$ cat config.mk
export PLATFORM = sky130hd
export DESIGN_NAME = motion_collision_ctrl
export DESIGN_NICKNAME = d
export VERILOG_FILES = /design/src/rtl/motion_collision_ctrl.sv
export SDC_FILE = /design/constraint.sdc
export NUM_CORES = 1
export LEC_CHECK = 0
export CAP_MARGIN = 0
export CORE_ASPECT_RATIO = 1.2
export CORE_MARGIN = 5
export CORE_UTILIZATION = 25
export DETAILED_ROUTE_END_ITERATION = 8
export PLACE_DENSITY = 0.47
export SLEW_MARGIN = 20
export SYNTH_ARGS = -nofsm -noshare
export SYNTH_HDL_FRONTEND = slang
export SYNTH_SLANG_ARGS = --single-unit
export TNS_END_PERCENT = 100
$ cat constraint.sdc
create_clock -name Clk -period 5.4 [get_ports Clk]
set_clock_uncertainty 0.1 [all_clocks]
set_input_delay 1.08 -clock Clk [delete_from_list [all_inputs] [get_ports Clk]]
set_output_delay 1.08 -clock Clk [all_outputs]
set_load 0.005 [all_outputs]
$ cat src/rtl/motion_collision_ctrl.sv
// motion_collision_ctrl: per-frame character motion controller that probes
// the tile map once per edge (L,R,U,D) over a shared req/ack lookup port,
// then updates velocity and position and holds them until the next tick.
//
// Ports:
//   Clk, Reset                 clock, synchronous active-high reset
//   frame_tick                 one-cycle pulse per frame
//   key_left/right/jump        keyboard level inputs
//   map_req, map_x, map_y      lookup request and probe pixel
//   map_ack, map_solid         lookup done, probe pixel is solid
//   character_X, character_Y   centre position
//   stop_at                    {left,right,up,down} blocked flags
//   on_ground, busy            resting on solid tile, sequence running
//   timeout_err                sticky ack timeout (MOTION_ACK_TIMEOUT_EN)
//
// Optional feature macro: MOTION_ACK_TIMEOUT_EN adds a per-query ack
// watchdog and the timeout_err output.

module motion_collision_ctrl #(
    parameter int BALL_W   = 42,
    parameter int BALL_H   = 56,
    parameter int START_X  = 320,
    parameter int START_Y  = 240,
    parameter int STEP_X   = 2,
    parameter int JUMP_V   = 12,
    parameter int GRAVITY  = 1,
    parameter int MAX_FALL = 8,
    parameter int X_MAX    = 639,
`ifdef MOTION_ACK_TIMEOUT_EN
    parameter int Y_MAX    = 479,
    parameter int ACK_TIMEOUT = 15
`else
    parameter int Y_MAX    = 479
`endif
) (
    input  logic       Clk,
    input  logic       Reset,
    input  logic       frame_tick,
    input  logic       key_left,
    input  logic       key_right,
    input  logic       key_jump,
    output logic       map_req,
    output logic [9:0] map_x,
    output logic [9:0] map_y,
    input  logic       map_ack,
    input  logic       map_solid,
    output logic [9:0] character_X,
    output logic [9:0] character_Y,
    output logic [3:0] stop_at,
    output logic       on_ground,
`ifdef MOTION_ACK_TIMEOUT_EN
    output logic       busy,
    output logic       timeout_err
`else
    output logic       busy
`endif
);

    localparam int HW = BALL_W / 2;
    localparam int HH = BALL_H / 2;

    localparam logic signed [10:0] X_LO = 11'(HW);
    localparam logic signed [10:0] X_HI = 11'(X_MAX - HW);
    localparam logic signed [10:0] Y_LO = 11'(HH);
    localparam logic signed [10:0] Y_HI = 11'(Y_MAX - HH);

    typedef enum logic [2:0] {
        IDLE,
        Q_L,
        Q_R,
        Q_U,
        Q_D,
        UPDATE
    } state_t;

    state_t state;
    state_t nxt_state;

    logic signed [7:0] vy;
    logic [3:0]        flags;
    logic              k_l;
    logic              k_r;
    logic              k_j;

    // Flag bit index per edge: 3=L, 2=R, 1=U, 0=D
    logic [1:0] cur_bit;
    logic [1:0] nxt_bit;
    logic [9:0] px [4];
    logic [9:0] py [4];
    logic [3:0] off;

    logic done;
    logic done_flag;

`ifdef MOTION_ACK_TIMEOUT_EN
    localparam int TW = $clog2(ACK_TIMEOUT + 1);
    logic [TW-1:0] to_cnt;
    logic          to_hit;
`endif

    // Probe points and off-screen tests from the registered position
    always_comb begin
        px[3] = character_X - 10'(HW + 1);
        py[3] = character_Y;
        px[2] = character_X + 10'(HW + 1);
        py[2] = character_Y;
        px[1] = character_X;
        py[1] = character_Y - 10'(HH + 1);
        px[0] = character_X;
        py[0] = character_Y + 10'(HH + 1);
        off[3] = (character_X == 10'(HW));
        off[2] = ({1'b0, character_X} + 11'(HW)) >= 11'(X_MAX);
        off[1] = (character_Y == 10'(HH));
        off[0] = ({1'b0, character_Y} + 11'(HH)) >= 11'(Y_MAX);
    end

    always_comb begin
        cur_bit   = 2'd3;
        nxt_state = IDLE;
        case (state)
            Q_L: begin
                cur_bit   = 2'd3;
                nxt_state = Q_R;
            end
            Q_R: begin
                cur_bit   = 2'd2;
                nxt_state = Q_U;
            end
            Q_U: begin
                cur_bit   = 2'd1;
                nxt_state = Q_D;
            end
            Q_D: begin
                cur_bit   = 2'd0;
                nxt_state = UPDATE;
            end
            default: begin
                cur_bit   = 2'd3;
                nxt_state = IDLE;
            end
        endcase
        nxt_bit = cur_bit - 2'd1;
    end

    // Query completion: off-screen, ack, or watchdog expiry
    always_comb begin
        done      = 1'b0;
        done_flag = 1'b0;
`ifdef MOTION_ACK_TIMEOUT_EN
        to_hit    = 1'b0;
`endif
        if (state inside {Q_L, Q_R, Q_U, Q_D}) begin
            if (off[cur_bit]) begin
                done      = 1'b1;
                done_flag = 1'b1;
            end else if (map_ack) begin
                done      = 1'b1;
                done_flag = map_solid;
`ifdef MOTION_ACK_TIMEOUT_EN
            end else if (to_cnt == TW'(ACK_TIMEOUT - 1)) begin
                done      = 1'b1;
                done_flag = 1'b1;
                to_hit    = 1'b1;
`endif
            end
        end
    end

    // Motion update computed from the flags collected this frame
    logic signed [10:0] vx;
    logic signed [8:0]  vy_sum;
    logic signed [7:0]  vy_new;
    logic               og_new;
    logic signed [10:0] nx;
    logic signed [10:0] ny;
    logic [9:0]         x_new;
    logic [9:0]         y_new;

    always_comb begin
        vx = '0;
        if (k_r && !k_l && !flags[2]) begin
            vx = 11'(STEP_X);
        end else if (k_l && !k_r && !flags[3]) begin
            vx = -11'(STEP_X);
        end

        vy_sum = $signed({vy[7], vy}) + $signed(9'(GRAVITY));
        og_new = 1'b0;
        if (flags[0] && !vy[7]) begin
            if (k_j) begin
                vy_new = -8'(JUMP_V);
            end else begin
                vy_new = '0;
                og_new = 1'b1;
            end
        end else if (flags[1] && vy[7]) begin
            vy_new = '0;
        end else if (vy_sum > $signed(9'(MAX_FALL))) begin
            vy_new = 8'(MAX_FALL);
        end else begin
            vy_new = vy_sum[7:0];
        end

        nx = $signed({1'b0, character_X}) + vx;
        ny = $signed({1'b0, character_Y})
           + $signed({{3{vy_new[7]}}, vy_new});

        if (nx < X_LO) begin
            x_new = X_LO[9:0];
        end else if (nx > X_HI) begin
            x_new = X_HI[9:0];
        end else begin
            x_new = nx[9:0];
        end

        if (ny < Y_LO) begin
            y_new = Y_LO[9:0];
        end else if (ny > Y_HI) begin
            y_new = Y_HI[9:0];
        end else begin
            y_new = ny[9:0];
        end
    end

    always_ff @(posedge Clk) begin
        if (Reset) begin
            state       <= IDLE;
            character_X <= 10'(START_X);
            character_Y <= 10'(START_Y);
            vy          <= '0;
            stop_at     <= '0;
            on_ground   <= 1'b0;
            map_req     <= 1'b0;
            map_x       <= '0;
            map_y       <= '0;
            busy        <= 1'b0;
            flags       <= '0;
            k_l         <= 1'b0;
            k_r         <= 1'b0;
            k_j         <= 1'b0;
`ifdef MOTION_ACK_TIMEOUT_EN
            to_cnt      <= '0;
            timeout_err <= 1'b0;
`endif
        end else begin
            unique case (state)
                IDLE: begin
                    if (frame_tick) begin
                        state   <= Q_L;
                        busy    <= 1'b1;
                        flags   <= '0;
                        k_l     <= key_left;
                        k_r     <= key_right;
                        k_j     <= key_jump;
                        map_req <= !off[3];
                        map_x   <= px[3];
                        map_y   <= py[3];
`ifdef MOTION_ACK_TIMEOUT_EN
                        to_cnt  <= '0;
`endif
                    end
                end
                Q_L, Q_R, Q_U, Q_D: begin
                    if (done) begin
                        flags[cur_bit] <= done_flag;
                        state          <= nxt_state;
                        if (state == Q_D) begin
                            map_req <= 1'b0;
                        end else begin
                            map_req <= !off[nxt_bit];
                            map_x   <= px[nxt_bit];
                            map_y   <= py[nxt_bit];
                        end
`ifdef MOTION_ACK_TIMEOUT_EN
                        to_cnt <= '0;
                        if (to_hit) begin
                            timeout_err <= 1'b1;
                        end
`endif
                    end
`ifdef MOTION_ACK_TIMEOUT_EN
                    else begin
                        to_cnt <= to_cnt + 1'b1;
                    end
`endif
                end
                UPDATE: begin
                    stop_at     <= flags;
                    vy          <= vy_new;
                    on_ground   <= og_new;
                    character_X <= x_new;
                    character_Y <= y_new;
                    busy        <= 1'b0;
                    state       <= IDLE;
                end
                default: begin
                    state <= IDLE;
                end
            endcase
        end
    end

endmodule

==> results.ini <==
[logic_synthesis]
synth.distinct_cells = 71
synthTopCellsByArea = dfxtp_1 (25%), ha_1 (8.8%), a21oi_1 (6.5%), o21ai_0 (4.8%), xnor2_1 (4.6%)
syn_area_sq_um = 5120
synthArstFlopShare = 0
yosys_most_used_dff = dfxtp_1
synth_nets = 716
synth_common_cells = a21oi_1 (66), dfxtp_1 (65), nand2_1 (58)
synth_area_per_cell_sq_um = 7.64
syn_inst = 670
yosysWarningCount = 0
yosys_register_bits = 65
yosysMostFrequentCell = a21oi_1
yosysTopAreaCell = dfxtp_1
synth_edf_count = 0
yosysSeqAreaShare = 0.254
synth_top_cell_area_share = 0.254

[timing]
rsz0062_at_grt = false
post-route-period-util = 0.900
final-max-slew-violation-count = 0
max_freq_mhz = 206
finalCriticalPeriod_ns = 4.86
hold_viol = 0
max_slew_margin = 0.380
tightestPinTransition_ns = 0.927
setup_viol = 0
finalSetupTns_ns = 0

[routing]
vias = 4958
firstDrtPassIters = 5
avgRoutedWirePerCell_microns = 16.1
drc = 0
wl_microns = 15600
drt_iter0_markers = 370
routed_via_density = 5.13
drtAntennaViolNets = 0

[run_status]
status = finished clean

[global_routing]
grt_overflow = 0
grt_pass1_vias = 4775
antenna_found_initial = 0
grt_use_met2 = 0.227
use_met3 = 0.0258
use_met1 = 0.168
busiest_layer = met2
grt_pass1_wl_microns = 25200
grt_use_total = 0.132
grt_max_degree = 59

[worst_setup_path]
crit_end = character_Y[2]$_SDFFE_PP0P_
r2r_end = character_Y[2]$_SDFFE_PP0P_
setup.worst_path.start = vy[0]$_SDFFE_PP0P_
cp-end-kind = flip-flop
start_kind = flip-flop
path_class = flip-flop to flip-flop
ff2ff_setup_slack_ns = 0.54
cp_data_arrival_time_ns = 5.02
required_ns = 5.56
crit_fanout = 10
reg2regPathDepth = 19
reg2reg_from = vy[0]$_SDFFE_PP0P_

[pwr]
power.density_nw_per_um2 = 272
vdd_ir_drop_max_v = 0.000167
leakagePower_nw = 2.28

[final_layout]
syn_to_final_growth_pct = 21.5
final_util = 0.308
fin_nets = 743
drive_gt1_frac = 0.0570
fillers = 2166
antenna_cells = 0

[clock_tree]
clkLatencyLatePin_ns = 0.34
htreeDepth = 3
cts-root-buf = clkbuf_16
holdBufCountCts = 0
cts_setup_buffers = 0
cts_tree = built
cts_sinks = 65
cts_resized = 0
cts_inserted_buffers = 9
cts_buffer_depth = 2
clk_pin_slew_worst_paths_ns = 0.06

[place]
port-buffer-count = 54
hpwlAfterDp_microns = 11300
gp_congestion = 0.795

[flow_run]
max_cap_violations = 0

[floorplan]
start_util = 0.254
die_h_microns = 167
io_pins = 55
rows = 57
die-area_sq_um = 23400
fp.coreArea_sq_um = 20200
die_w_microns = 141

[worst_hold_path]
hp-start = map_x[6]$_SDFFE_PP0P_
hold_path.class = flip-flop to flip-flop

-- cells by family after synthesis --
logic type,Yosys count,share of synthesized area
AO/OA/AOI/OAI,229,0.299
adder cells (fa/ha/maj),38,0.0958
buffers and inverters,65,0.0496
multiplexers,6,0.0117
flip-flops,65,0.254
XOR/XNOR,43,0.0736
AND/OR/NAND/NOR,224,0.216
-- flip-flops by register name, summed over array words and instances (netlist names) --
name	cells
character_X	10
character_Y	10
map_x	10
map_y	10
vy	8
flags	4
stop_at	4
state	3
busy	1
k_j	1
k_l	1
k_r	1
map_req	1
on_ground	1
-- critical path, cell delays in order, from the launching register on --
cell and delay [ns]:
dfxtp_1 0.49, ha_1 0.33, nand3_1 0.25, nor2_1 0.17, nand3_1 0.10, a211oi_1 0.23
or3_1 0.24, nand2_1 0.19, nor2_1 0.17, ha_1 0.22, inv_1 0.07, fa_1 0.45
nor2b_1 0.17, o31a_1 0.16, o21ai_1 0.09, nor2b_1 0.16, xnor2_1 0.15, or4_1 0.54
o211a_1 0.27, a221oi_2 0.22
-- cell type report --
cell class | instances | area [sq um] | area share
inverters | 25 | 93.8 | 0.0151
clock inverters | 4 | 97.6 | 0.0157
flip-flops and latches | 65 | 1300 | 0.209
clock buffers | 12 | 267 | 0.0428
multi-input cells | 540 | 3580 | 0.575
repair buffers | 56 | 551 | 0.0885
well taps | 265 | 332 | 0.0533
-- worst min-delay path by stage --
stage                                    to  depth (start not counted)
floorplan           stop_at[2]$_SDFFE_PP0P_                          2
global placement      map_x[6]$_SDFFE_PP0P_                          2
detailed placement    map_x[2]$_SDFFE_PP0P_                          2
CTS                   map_x[4]$_SDFFE_PP0P_                          2
global route          map_x[4]$_SDFFE_PP0P_                          2
finish                map_x[6]$_SDFFE_PP0P_                          2
-- metrics by stage --
step / power (mW) / hold WS (ns) / instances / setup slack, ns / instance area (sq um)
finish: 1.69 / 0.357 / 967 / 0.538 / 6220
global route: 1.79 / 0.382 / 967 / 0.101 / 6220
global placement: 0.980 / 0.345 / 951 / 0.701 / 5850
detailed placement: 0.977 / 0.351 / 951 / 0.591 / 5850
CTS: 1.71 / 0.361 / 967 / 0.544 / 6210
floorplan: 0.841 / 0.348 / 670 / 1.04 / 5120
-- cells in the final DEF, fill, tap and decap left out, drive strengths merged, types with 4 or more instances in the layout --
cell | netlist | layout
o211ai | 5 | 5
or3 | 5 | 5
ha | 36 | 36
a221o | 6 | 6
dfxtp | 65 | 65
inv | 23 | 23
a31oi | 5 | 5
a21o | 7 | 7
nor2b | 12 | 12
nand2 | 58 | 58
o31ai | 5 | 5
o22ai | 6 | 6
nor2 | 50 | 50
mux2i | 6 | 6
clkbuf | 31 | 12
a221oi | 7 | 7
a21oi | 66 | 66
nor3 | 21 | 21
clkdlybuf4s50 | 0 | 53
xor2 | 16 | 16
xnor2 | 27 | 27
nand3 | 21 | 21
nand4 | 10 | 10
a211oi | 20 | 20
or2 | 7 | 7
a22oi | 4 | 4
and3 | 13 | 13
nand2b | 9 | 9
o21ai | 56 | 56
o21a | 4 | 4
-- power by group --
group          internal [mW]  switching (mW)
clock network          0.489           0.237
registers              0.516          0.0349
logic                  0.178           0.237
-- layer usage --
metal | routed length [microns] | vias up
met5 | 0 | -
met4 | 153 | 0
met3 | 658 | 11
met2 | 7600 | 104
met1 | 7160 | 2313
li1 | - | 2530
Note: power is estimated with default switching activity, not from simulation.
